File: src/rtl/bcd_scan_receiver.sv
// Receives a multiplexed 4-digit BCD display scan (ones..thousands), validates slot order
// and digit range, then converts the captured frame to binary over four cycles.
module bcd_scan_receiver #(
    parameter int CHECK_BCD = 1
) (
    input  logic        clk,
    input  logic        reset,
    input  logic [3:0]  digit_in,
    input  logic [1:0]  slot,
    input  logic        slot_valid,
    output logic [3:0]  digit1,
    output logic [3:0]  digit2,
    output logic [3:0]  digit3,
    output logic [3:0]  digit4,
    output logic [13:0] bin_out,
    output logic        frame_done,
    output logic        bcd_error,
    output logic        seq_error,
    output logic        busy
);

    typedef enum logic [1:0] {
        S_IDLE,
        S_CAPTURE,
        S_CONVERT
    } state_t;

    state_t      r_state;
    state_t      w_next;
    logic [1:0]  r_exp;
    logic [1:0]  r_cnt;
    logic [13:0] r_acc;
    logic [3:0]  r_sh0, r_sh1, r_sh2, r_sh3;
    logic        r_err;
    logic [3:0]  r_digit1, r_digit2, r_digit3, r_digit4;
    logic [13:0] r_bin;
    logic        r_done, r_bcd_err, r_seq_err, r_busy;

    logic [3:0]  w_digit;
    logic        w_bad;
    logic        w_accept0;
    logic        w_accept_n;
    logic        w_seq;
    logic [3:0]  w_conv_d;
    logic [13:0] w_acc_next;

    // With checking disabled, out-of-range digits saturate to 9 instead of flagging the frame.
    function automatic logic [3:0] sat_digit(input logic [3:0] d);
        logic [3:0] res;
        res = d;
        if (CHECK_BCD == 0 && d > 4'd9)
            res = 4'd9;
        return res;
    endfunction

    assign w_digit    = sat_digit(digit_in);
    assign w_bad      = (CHECK_BCD != 0) && (digit_in > 4'd9);
    assign w_accept0  = slot_valid && (slot == 2'd0) && (r_state != S_CONVERT);
    assign w_accept_n = slot_valid && (r_state == S_CAPTURE) && (slot != 2'd0) && (slot == r_exp);
    assign w_seq      = slot_valid && (r_state == S_CAPTURE) && (slot != 2'd0) && (slot != r_exp);

    // Most significant digit first: thousands, hundreds, tens, ones.
    always_comb begin
        w_conv_d = r_sh0;
        case (r_cnt)
            2'd0: w_conv_d = r_sh3;
            2'd1: w_conv_d = r_sh2;
            2'd2: w_conv_d = r_sh1;
            default: w_conv_d = r_sh0;
        endcase
    end

    assign w_acc_next = r_acc * 14'd10 + {10'd0, w_conv_d};

    always_ff @(posedge clk or posedge reset) begin
        if (reset)
            r_state <= S_IDLE;
        else
            r_state <= w_next;
    end

    always_comb begin
        w_next = r_state;
        case (r_state)
            S_IDLE: begin
                if (w_accept0)
                    w_next = S_CAPTURE;
            end
            S_CAPTURE: begin
                if (w_seq)
                    w_next = S_IDLE;
                else if (w_accept_n && slot == 2'd3)
                    w_next = S_CONVERT;
            end
            S_CONVERT: begin
                if (r_cnt == 2'd3)
                    w_next = S_IDLE;
            end
            default: w_next = S_IDLE;
        endcase
    end

    always_ff @(posedge clk or posedge reset) begin
        if (reset) begin
            r_exp     <= 2'd0;
            r_cnt     <= 2'd0;
            r_acc     <= 14'd0;
            r_sh0     <= 4'd0;
            r_sh1     <= 4'd0;
            r_sh2     <= 4'd0;
            r_sh3     <= 4'd0;
            r_err     <= 1'b0;
            r_digit1  <= 4'd0;
            r_digit2  <= 4'd0;
            r_digit3  <= 4'd0;
            r_digit4  <= 4'd0;
            r_bin     <= 14'd0;
            r_done    <= 1'b0;
            r_bcd_err <= 1'b0;
            r_seq_err <= 1'b0;
            r_busy    <= 1'b0;
        end else begin
            r_done    <= 1'b0;
            r_bcd_err <= 1'b0;
            r_seq_err <= 1'b0;

            if (w_accept0) begin
                r_sh0 <= w_digit;
                r_exp <= 2'd1;
                r_err <= w_bad;
            end else if (w_accept_n) begin
                case (slot)
                    2'd1:    r_sh1 <= w_digit;
                    2'd2:    r_sh2 <= w_digit;
                    default: r_sh3 <= w_digit;
                endcase
                r_exp <= r_exp + 2'd1;
                r_err <= r_err | w_bad;
                if (slot == 2'd3) begin
                    r_acc  <= 14'd0;
                    r_cnt  <= 2'd0;
                    r_busy <= 1'b1;
                end
            end else if (w_seq) begin
                r_seq_err <= 1'b1;
                r_exp     <= 2'd0;
            end

            if (r_state == S_CONVERT) begin
                r_acc <= w_acc_next;
                r_cnt <= r_cnt + 2'd1;
                if (r_cnt == 2'd3) begin
                    r_busy <= 1'b0;
                    if (!r_err) begin
                        r_bin    <= w_acc_next;
                        r_digit1 <= r_sh0;
                        r_digit2 <= r_sh1;
                        r_digit3 <= r_sh2;
                        r_digit4 <= r_sh3;
                        r_done   <= 1'b1;
                    end else begin
                        r_bcd_err <= 1'b1;
                    end
                end
            end
        end
    end

    assign digit1     = r_digit1;
    assign digit2     = r_digit2;
    assign digit3     = r_digit3;
    assign digit4     = r_digit4;
    assign bin_out    = r_bin;
    assign frame_done = r_done;
    assign bcd_error  = r_bcd_err;
    assign seq_error  = r_seq_err;
    assign busy       = r_busy;

endmodule

File: config.mk
export PLATFORM = sky130hd
export DESIGN_NAME = bcd_scan_receiver
export DESIGN_NICKNAME = d
export VERILOG_FILES = /design/src/rtl/bcd_scan_receiver.sv
export SDC_FILE = /design/constraint.sdc
export NUM_CORES = 1
export LEC_CHECK = 0
export ABC_AREA = 1
export CAP_MARGIN = 15
export CORE_ASPECT_RATIO = 0.8
export CORE_UTILIZATION = 30
export CTS_CLUSTER_DIAMETER = 200
export DETAILED_ROUTE_END_ITERATION = 6
export PLACE_DENSITY = 0.59
export SLEW_MARGIN = 10
export SYNTH_ARGS = -nofsm -noshare
export SYNTH_HDL_FRONTEND = slang
export SYNTH_SLANG_ARGS = --single-unit
File: constraint.sdc
create_clock -name clk -period 4 [get_ports clk]
set_clock_uncertainty 0.05 [all_clocks]
set_input_delay 0.6 -clock clk [delete_from_list [all_inputs] [get_ports clk]]
set_output_delay 0.6 -clock clk [all_outputs]
set_load 0.05 [all_outputs]
[Word level (Yosys, flattened, before mapping)]
Cells that the tools add are included.
Operators by class
  equal/unequal tests: 15
  add/subtract/negate cells: 3
  $mul: 1
  reductions and logical operators: 22
  muxes and demuxes: 33
  bitwise gates (word level): 4
  order comparisons: 1
Operators by type and width (number)
  14-bit two-way mux: 4
  2-bit two-way mux: 11
  3-bit AND reduction: 6
  1-bit two-way mux: 16
  14-bit by 4-bit adder with 14-bit output: 1
  14-bit by 3-bit multiplier with 13-bit output (second input constant): 1
  4-bit case mux with 3 select lines: 1
  2-bit == test (second input constant): 5
  2-bit nonzero test: 4
  1-bit logical AND: 7
  2-bit by 1-bit == test with 1-bit output (second input constant): 3
  2-bit logical NOT: 3
  2-bit inequality test (second input constant): 3
  2-bit case mux with 3 select lines: 1
  2-bit by 1-bit adder with 2-bit output (second input constant): 2
  4-bit greater-than comparator (second input constant): 1
  3-bit by 2-bit inequality test with 1-bit output (second input constant): 1
  1-bit NOT: 3
  3-bit nonzero test: 1
  2-bit == test: 1
  2-bit by 1-bit inequality test with 1-bit output (second input constant): 1
  2-bit inequality test: 1
  2-bit OR reduction: 1
  1-bit bitwise OR: 1
Word-level totals
  register bits after elaboration: 71
  input bits: 9
  output and inout bits: 34
  word-level logic and storage cells: 97

[Longest topological paths before layout]
  depth after elaboration: 8
  depth in mapped cells: 20
  depth with buffers taken out: 20

[Least setup slack after synthesis]
OpenSTA, ideal clock, no wires.
  path type: flip-flop to flip-flop
  from: register r_cnt[0]
  to: register r_bin[13] (netlist: bin_out[13])
  required time: 3.832 ns
  setup slack: 1.466 ns
  setup time: 0.118 ns
  clock period less this slack: 2.534 ns
  arrival: 2.366 ns
  cell stages (with the launch flop): 20
  path buffers: 0
  cell sequence: dfrtp_1 inv_1 ha_1 inv_1 o22ai_1 a211oi_1 a21oi_1 ha_1 inv_1 fa_1 inv_1 nand3_1 nand2_1 nand2_1 nor2_2 nand3_2 nor2_2 nand4_1 nand3_1 nand2_1
On the way
  longest elaborated chain between the ends: 3
  elaborated cells on any way between the ends: 7
  classes of those cells: 1 x add/sub; 3 x eq/ne; 1 x mux; 2 x reduce/logical
Ends and longest elaborated chain
  start, declared: RTL line 31  | logic [1:0] r_cnt;
  start signal, assigned: RTL line 151  | r_cnt <= r_cnt + 2'd1;
  2-bit == test (tied with other cells): RTL line 65  | case (r_cnt)
  4-bit case mux with 3 select lines: RTL line 65
  14-bit by 4-bit adder with 14-bit output: RTL line 73  | assign w_acc_next = r_acc * 14'd10 + {10'd0, w_conv_d};
  end signal, assigned: RTL line 155  | r_bin <= w_acc_next;
  end, declared: RTL line 36  | logic [13:0] r_bin;
Parallel ways exist; a longest one is shown, timed or not.
A chain may end at the register's enable or synchronous reset.

[Worst setup path after layout]
  from: register r_cnt[0]
  to: register r_bin[11] (netlist: bin_out[11])
The elaborated chain is that of the path after synthesis.

==> impl_metrics.tcl <==
set metrics [dict create \
    seq_area_um2 1750 \
    avgSynthCellArea_um2 8.47 \
    netlist-cell-type-count 36 \
    antenna_found_initial 0 \
    worstReg2RegEnd "bin_out[11]$_DFFE_PP0P_" \
    path_max_fanout 4 \
    hold_class "register to register" \
    path_clk_slew_ns 0.05 \
    crit_arrival_ns 3.16 \
    synth_top_area_cell "dfrtp_1" \
    n_antenna_cell 0 \
    synth_ff_type "dfrtp_1" \
    firstDrtPassIters 4 \
    start_util_pct 31.1 \
    min_path_cells 2 \
    clock.fmax_ghz 0.340 \
    grt_max_degree 49 \
    yosysMostFrequentCell "nand2_1" \
    total_power_mw 4.48 \
    routed_via_density 4.57 \
    overflow 0 \
    timing.final.crit_period_ns 2.94 \
    die_w_um 128 \
    ys_ff_latch 70 \
    status "completed" \
    rr_startpoint "r_cnt[0]$_DFFE_PP0P_" \
    root_buffer "clkbuf_16" \
    htreeDepth 3 \
    core_area_um2 12300 \
    layout-drive-gt1-share_pct 7.75 \
    critPathRequiredTime_ns 4.22 \
    cts_sinks 70 \
    grt_usage_pct 14.6 \
    rows 36 \
    dp.cells 658 \
    drc 0 \
    power.leakage_nw 2.32 \
    timing.final.crit_share_pct 73.5 \
    p_per_area_nw_per_um2 951 \
    fp.dieH_um 103 \
    seq_area_frac_synth_pct 45.8 \
    peakVddDrop_v 0.000334 \
    r2r_cells 20 \
    fillers 1241 \
    clockBufferDepth 2 \
    synth_common_cells "142 x nand2_1, 70 x dfrtp_1, 51 x inv_1" \
    drt-wirelength-per-cell_um 13.1 \
    cts-buffers-inserted 9 \
    cp-start-kind "register" \
    worstSetupPathType "register to register" \
    grt_pass1_vias 2892 \
    slew_headroom_pct 57.5 \
    io_pins 43 \
    cts_resized 0 \
    post_cts_buffers 0 \
    rsz0062_at_grt "false" \
    synthTopCellsByArea "dfrtp_1 46%, nand2_1 14%, ha_1 9.8%" \
    cap_violations 0 \
    hold_buffers 0 \
    antenna_left 0 \
    final_nets 539 \
    synth-edff-count 0 \
    cts_tree "done" \
    drt_iter0_drc 208 \
    die_area_um2 13200 \
    setup_tns_ns 0 \
    finalHoldViolCount 0 \
    syn-instance-count 452 \
    io_buffers 42 \
    slew_viol_final 0 \
    end_kind "register" \
    synth_warnings 0 \
    num_vias 3079 \
    drt_wl_total_mm 8.86 \
    tightest_slew_ns 0.638 \
    grt_first_pass_wirelength_mm 14.8 \
    ys_async_sr_fraction_pct 100 \
    netlist.area_leader.share_pct 45.8 \
    area_growth_pct 23.0 \
    worstSkewPairLatency_ns 0.33 \
    rrSetupSlack_ns 1.06 \
    fin_cells 674 \
    synth_nets 493 \
    multi_input_area_um2 1790 \
    utilization_pct 38.3 \
    gp_congestion 0.890 \
    setup_violations 0 \
    dp_hpwl_mm 6.90 \
    startpoint "r_cnt[0]$_DFFE_PP0P_" \
    syn-cell-area_um2 3830 \
    crit_end "bin_out[11]$_DFFE_PP0P_" \
]
[per-layer routing]
| layer | vias up | GRT usage (%) | share of wire [%] |
|---|---|---|---|
| met4 | 0 | 3.89 | 1.1 |
| met3 | 11 | 3.68 | 3.7 |
| met1 | 1454 | 20.5 | 51 |
| met2 | 57 | 22.4 | 44 |
| li1 | 1557 | - | - |
| met5 | - | 0 | 0 |
[area by class of cell]
cell class / instances / area share (%)
multi-input cells: 317 / 38.0
clock inverters: 3 / 0.904
clock buffers: 13 / 5.53
well taps: 171 / 4.54
inverters: 55 / 4.38
flip-flops and latches: 70 / 37.2
repair buffers: 45 / 9.41
[power by group]
| part | internal, mW | switching (mW) |
|---|---|---|
| registers | 0.926 | 0.181 |
| clock network | 0.516 | 0.287 |
| logic | 0.896 | 1.67 |
[critical path, cell delays in order (launching register included)]
cell	delay [ns]
dfrtp_1	0.40
inv_1	0.12
ha_1	0.19
inv_1	0.07
o22ai_1	0.12
a211oi_1	0.06
a21oi_1	0.16
ha_1	0.19
inv_1	0.05
fa_1	0.40
inv_1	0.08
nand3_1	0.06
nand2_1	0.10
nand2_1	0.07
nor2_2	0.13
nand3_2	0.11
nor2_2	0.16
nand2_1	0.07
nand2_1	0.08
nand3_1	0.10
nand2_1	0.08
[placed cells by master, fill, tap and decap left out, types with 2 or more instances in the layout]
cell type and count:
inv_1 50, nor2_1 10, fa_1 2, nand2_2 3, o22ai_1 4, nor2_4 3
clkdlybuf4s50_1 42, ha_1 30, nand3_1 28, nand2_1 142, o21ai_1 10, o21ai_2 4
clkbuf_1 2, clkbuf_16 9, inv_2 5, dfrtp_1 70, xnor2_1 9, o21ai_0 38
nand3b_1 2, nor2_2 5, buf_4 3, a21oi_1 13, clkbuf_8 2
[per-stage QoR]
stage,worst slack [ns],cell area [um^2],hold slack (ns)
2_1_floorplan,1.47,3830,0.403
3_3_place_gp,1.17,4410,0.416
3_5_place_dp,1.09,4410,0.419
4_1_cts,1.08,4710,0.438
5_1_grt,0.741,4710,0.457
6_report,1.06,4710,0.430
[state kept, by name (all words and copies together) (netlist names), 2 cells and up]
name and flops:
digit3 4, r_sh3 4, digit1 4, r_acc 13
r_exp 2, r_sh2 4, digit2 4, r_state 2
r_cnt 2, digit4 4, r_sh0 4, r_sh1 4
bin_out 14
[how the worst min path moves through the flow]
stage / start / to / slack [ns]
2_1_floorplan: r_sh0[1]$_DFFE_PP0P_ / r_sh0[1]$_DFFE_PP0P_ / 0.40
3_3_place_gp: r_sh0[3]$_DFFE_PP0P_ / r_sh0[3]$_DFFE_PP0P_ / 0.42
3_5_place_dp: bin_out[0]$_DFFE_PP0P_ / bin_out[0]$_DFFE_PP0P_ / 0.42
4_1_cts: digit4[2]$_DFFE_PP0P_ / digit4[2]$_DFFE_PP0P_ / 0.44
5_1_grt: r_sh1[1]$_DFFE_PP0P_ / r_sh1[1]$_DFFE_PP0P_ / 0.46
6_report: digit4[3]$_DFFE_PP0P_ / digit4[3]$_DFFE_PP0P_ / 0.43
[cells by family after synthesis]
family,synth area share (%)
AND/OR/NAND/NOR,22.6
AO/OA/AOI/OAI,11.0
flip-flops,45.8
buffers and inverters,7.48
adder cells (fa/ha/maj),10.8
XOR/XNOR,2.29
Power figures use the tool's default switching activity.
